`config.mk`:
```
export PLATFORM = sky130hd
export DESIGN_NAME = cdc_bus_arbiter
export DESIGN_NICKNAME = d
export VERILOG_FILES = /design/src/rtl/cdc_bus_arbiter.sv
export SDC_FILE = /design/constraint.sdc
export NUM_CORES = 1
export LEC_CHECK = 0
export ABC_AREA = 1
export ABC_CLOCK_PERIOD_IN_PS = 1400
export CORE_UTILIZATION = 40
export CTS_CLUSTER_SIZE = 28
export DETAILED_ROUTE_END_ITERATION = 6
export PLACE_DENSITY_LB_ADDON = 0.05
export SLEW_MARGIN = 20
export SYNTH_ARGS = -nofsm -noshare
export SYNTH_HDL_FRONTEND = slang
export SYNTH_SLANG_ARGS = --single-unit
```
`constraint.sdc`:
```
create_clock -name clk -period 1.4 [get_ports clk]
set_input_delay 0.28 -clock clk [delete_from_list [all_inputs] [get_ports clk]]
set_output_delay 0.28 -clock clk [all_outputs]
set_load 0.005 [all_outputs]
```
`src/rtl/cdc_bus_arbiter.sv`:
```
// cdc_bus_arbiter: source-domain front end that shares a single bus
// synchronizer channel among NUM_REQ requesters. A granted word is driven
// onto unsync_bus and qualified by bus_enable for HOLD_CYCLES cycles. A
// GAP_CYCLES guard gap follows, so the far side always sees a clean rising
// edge on bus_enable.
// Optional build macro: CDC_ARB_RR_EN selects round-robin arbitration.
// When it is undefined, the arbiter uses fixed priority (index 0 highest).
module cdc_bus_arbiter #(
    parameter int BUS_WIDTH   = 8,
    parameter int NUM_REQ     = 4,
    parameter int ID_WIDTH    = 2,
    parameter int HOLD_CYCLES = 4,
    parameter int GAP_CYCLES  = 4
) (
    input  logic                         clk,
    input  logic                         rst,
    input  logic [NUM_REQ-1:0]           req,
    input  logic [NUM_REQ*BUS_WIDTH-1:0] data_in,
    output logic [NUM_REQ-1:0]           ack,
    output logic [BUS_WIDTH-1:0]         unsync_bus,
    output logic                         bus_enable,
    output logic [ID_WIDTH-1:0]          grant_id,
    output logic                         busy
);

    localparam logic [1:0] S_IDLE = 2'd0;
    localparam logic [1:0] S_HOLD = 2'd1;
    localparam logic [1:0] S_GAP  = 2'd2;

    localparam logic [7:0] HOLD_LOAD = 8'(HOLD_CYCLES - 1);
    localparam logic [7:0] GAP_LOAD  = 8'(GAP_CYCLES - 1);

    logic [1:0]                        state;
    logic [7:0]                        cnt;
    logic [NUM_REQ-1:0][BUS_WIDTH-1:0] words;
    logic [ID_WIDTH-1:0]               win;
    logic [NUM_REQ-1:0]                win_oh;

    // Packed lane view of the flat requester word bus.
    assign words = data_in;
    assign busy  = (state != S_IDLE);

`ifdef CDC_ARB_RR_EN
    localparam logic [ID_WIDTH:0] NR_W = (ID_WIDTH+1)'(NUM_REQ);

    logic [ID_WIDTH-1:0] rr_ptr;
    logic [ID_WIDTH:0]   dist;
    logic [ID_WIDTH:0]   best;

    // Pick the requester closest after rr_ptr (rotated distance, ties impossible).
    always_comb begin
        win  = '0;
        best = '1;
        dist = '0;
        for (int j = 0; j < NUM_REQ; j++) begin
            dist = (ID_WIDTH+1)'(j + NUM_REQ - 1) - {1'b0, rr_ptr};
            if (dist >= NR_W) dist = dist - NR_W;
            if (req[j] && (dist < best)) begin
                best = dist;
                win  = j[ID_WIDTH-1:0];
            end
        end
    end

    // Remember the last winner so the next search starts just past it.
    always_ff @(posedge clk or negedge rst) begin
        if (!rst)
            rr_ptr <= ID_WIDTH'(NUM_REQ - 1);
        else if (state == S_IDLE && |req)
            rr_ptr <= win;
    end
`else
    // Fixed priority: the lowest pending index wins.
    always_comb begin
        win = '0;
        for (int j = NUM_REQ - 1; j >= 0; j--)
            if (req[j]) win = j[ID_WIDTH-1:0];
    end
`endif

    // One-hot form of the winner for the ack pulse.
    always_comb begin
        win_oh = '0;
        for (int j = 0; j < NUM_REQ; j++)
            win_oh[j] = (win == j[ID_WIDTH-1:0]);
    end

    // Grant / hold / guard-gap sequencer; every output is registered here.
    always_ff @(posedge clk or negedge rst) begin
        if (!rst) begin
            state      <= S_IDLE;
            cnt        <= '0;
            ack        <= '0;
            unsync_bus <= '0;
            bus_enable <= 1'b0;
            grant_id   <= '0;
        end else begin
            case (state)
                S_IDLE: begin
                    if (|req) begin
                        unsync_bus <= words[win];
                        grant_id   <= win;
                        ack        <= win_oh;
                        bus_enable <= 1'b1;
                        cnt        <= HOLD_LOAD;
                        state      <= S_HOLD;
                    end
                end
                S_HOLD: begin
                    ack <= '0;
                    if (cnt == 8'd0) begin
                        bus_enable <= 1'b0;
                        cnt        <= GAP_LOAD;
                        state      <= S_GAP;
                    end else begin
                        cnt <= cnt - 8'd1;
                    end
                end
                S_GAP: begin
                    if (cnt == 8'd0) state <= S_IDLE;
                    else             cnt   <= cnt - 8'd1;
                end
                default: begin
                    state      <= S_IDLE;
                    ack        <= '0;
                    bus_enable <= 1'b0;
                end
            endcase
        end
    end

endmodule

```
==> impl_metrics.ini <==
[critical_path]
ff2ff_setup_slack_ns = -0.006
crit_top_cell = nand2_1
reg2reg_depth = 9
setup.worst_path.start_class = flip-flop
critPathRequiredTime_ns = 1.62
critical-path-slowest-cell = dfrtp_1
cp.arrival_ns = 1.63
path_class = flip-flop to flip-flop
setup.worst_path.end_class = flip-flop
crit-reg2reg-capture = cnt[6]
crit_path_max_incr_delay_ns = 0.40
critPathMaxFanout = 4
crit_path_cell_chain = inv_2 > ha_4 > nor3b_2 > nand2_1 > o21ai_2 > buf_4 > nor2_4 > nand2_1 > nand2_1
r2r-start = cnt[0]

[timing]
timing.final.max_slew_violations = 0
unrepaired_setup_endpoints_after_global_routing = yes
final_hold_viol_count = 0
final_critical_path_setup_slack_ns = -0.005764
setup_tns_ns = -0.005764
timing.final.crit_period_ns = 1.406
worst_pin_slew_ns = 0.2453
fin_crit_sh_pct = 100.4
worst_hold_margin_ns = 0.3249
worst_slew_margin_rel_pct = 83.43
finalSetupViolations = 1
max_clock_freq_mhz = 711.4
worst_clock_skew_ns = 0.001804

[min_path]
min_path_cells = 2
capture_endpoint_of_the_worst_hold_path = ack[1]
hp-start = req[0]
worstHoldPathType = primary input to flip-flop

[synthesis]
yosys_register_bits = 25
yosys.area.top_type = dfrtp_1
synth_area_um2 = 1749
synth.top_cells.by_area = dfrtp_1 36%, nand2_1 15%, inv_1 7.7%
synth_simple_gate_area_share_pct = 35.05
synth-adder-area-share_pct = 4.292
yosys.area.top_type_share_pct = 35.77
yosys.area_share.xor_xnor_pct = 2.504
synth-seq-area-share_pct = 35.77
synthDistinctLibCells = 29
synth-compound-area-share_pct = 10.09
synthesis.nets = 289
syn_inst = 245
synth_top_family_by_area = simple AND/OR/NAND/NOR gates
avgSynthCellArea_um2 = 7.140
synth.mux.area_fraction_pct = 0
synthesis.yosys.warnings = 0

[floorplan]
dieArea_um2 = 4642
coreArea_um2 = 4086
dieHeight_um = 68.13
floorplan.initialDensity_pct = 42.80
chipWidth_um = 68.13
io_pins = 54
rows = 23

[pwr]
p_per_area_nw_per_um2 = 1680
irDropWorstVdd_mv = 0.9281
leakagePower_nw = 1.475

[final_layout]
layout_common_cells = 65 x nand2_1, 33 x clkdlybuf4s50_1, 32 x inv_1
layout-area-overhead-vs-synth_pct = 62.52
final_common_cell = nand2_1
n_antenna_cell = 0
design.final.nets = 380
post_route_cells_drive_above_1_share_pct = 26.87

[clock_tree]
cts_max_path_buffers = 2
number_of_buffers_created_by_cts = 3
ctsHtreeMaxLevel = 1
tritoncts = built
clk_root_buf = clkbuf_8
insertion_delay_ns = 0.27
post_cts_hold_buffer_count = 0
clock_sinks = 25
clk_transition_reported_paths_ns = 0.09

[detailed_routing]
final_antenna_net_count = 0
first_pass_iters = 4
avgRoutedWirePerCell_um = 12.70
post_drt_via_cell_ratio = 4.844
drc = 0
wl_met1_mm = 2.254
detailroute.via_count = 1865
drt_wl_total_mm = 4.889
dr_wl_met2_mm = 2.389
highest-signal-layer = met4
drt_iter0_markers = 74
detailed_routed_wire_length_on_met3_um = 189

[placement]
portBuffers = 53
place.gp.congestion = 0.8793
hpwlAfterDp_mm = 3.313
place_ws_ns = -0.2979

[outcome]
status = finished, violations left
failed_checks = negative setup slack

[global_routing]
grt_remaining_overflow = 0
grt_max_degree = 26
grt_pass1_wl_mm = 7.452
number_of_antenna_violations_at_the_first_check_in_global_routing = 0
grt_usage_pct = 21.73
first_global_vias = 1634

[flow_run]
maxCapViolCount = 0
==> cells by family after synthesis <==
| family | Yosys count |
|---|---|
| AO/OA/AOI/OAI | 33 |
| adder cells (fa/ha/maj) | 6 |
| XOR/XNOR | 5 |
| flip-flops | 25 |
| AND/OR/NAND/NOR | 131 |
| buffers and inverters | 45 |
==> flip-flops by register name, summed over array words and instances, names as in the netlist <==
| name | flops |
|---|---|
| cnt | 8 |
| unsync_bus | 8 |
| ack | 4 |
| grant_id | 2 |
| state | 2 |
| bus_enable | 1 |
==> power breakdown <==
| group | switching (mW) | internal [mW] | leakage, nW |
|---|---|---|---|
| clock network | 0.243 | 0.204 | 0.0228 |
| registers | 0.197 | 1.02 | 0.310 |
| logic | 1.59 | 1.52 | 1.14 |
| total | 2.03 | 2.75 | 1.48 |
==> worst max path at each step <==
| stage | cells past startpoint | to | startpoint | slack [ns] |
|---|---|---|---|---|
| 2_1_floorplan | 5 | ack[3] | state[0] | 0.1 |
| 3_3_place_gp | 9 | cnt[2] | req[0] | -0.27 |
| 3_5_place_dp | 9 | cnt[2] | req[0] | -0.30 |
| 4_1_cts | 4 | busy | state[1] | -0.02 |
| 5_1_grt | 9 | cnt[6] | cnt[0] | -0.07 |
| 6_report | 9 | cnt[6] | cnt[0] | -0.006 |
==> routing by layer <==
metal	global-route usage, %	up-vias
met4	8.594	0
met1	29.60	871
met2	33.82	40
met3	3.833	5
li1	-	949
met5	0	-
==> cells in the mapped netlist, drive strengths merged <==
master   n
nand2   74
inv     38
nand3   33
dfrtp   25
nor2    21
a21oi   16
o21ai   16
ha       6
buf      4
xor2     4
clkbuf   2
and2     1
clkinv   1
nor3     1
nor3b    1
o41ai    1
xnor2    1
==> worst max-delay path: cells and delay by family, from the launching register on <==
kind	cells	cell delay, ns
adders and majority gates	1	0.16
and+or+nand+nor	5	0.50
buffers and inverters	2	0.21
DFF	1	0.40
AOI/OAI and AO/OA	1	0.08
==> through the flow <==
| stage | instances | area (um^2) | power [mW] | utilization (%) |
|---|---|---|---|---|
| 2_1_floorplan | 245 | 1749 | 2.588 | - |
| 3_3_place_gp | 363 | 2481 | 3.618 | 60.72 |
| 3_5_place_dp | 363 | 2481 | 3.627 | 60.72 |
| 4_1_cts | 375 | 2631 | 4.282 | 64.39 |
| 5_1_grt | 385 | 2843 | 5.149 | 69.57 |
| 6_report | 385 | 2843 | 4.775 | 69.57 |
==> area by class of cell <==
class	count	area, um^2
Clock buffer	4	45.04
Inverter	39	157.7
Timing Repair Buffer	92	887.1
Fill cell	349	1244
Multi-Input combinational cell	175	1064
Sequential cell	25	626.9
Tap cell	50	62.56
==> timing repair <==
action                                  in CTS  in global routing
cloned                                       0                  0
endpoints found under the setup margin      39                 27
gates resized for setup                     33                 37
pin swaps                                    6                 13
buffers inserted                             9                 10
Power figures use the tool's default switching activity.
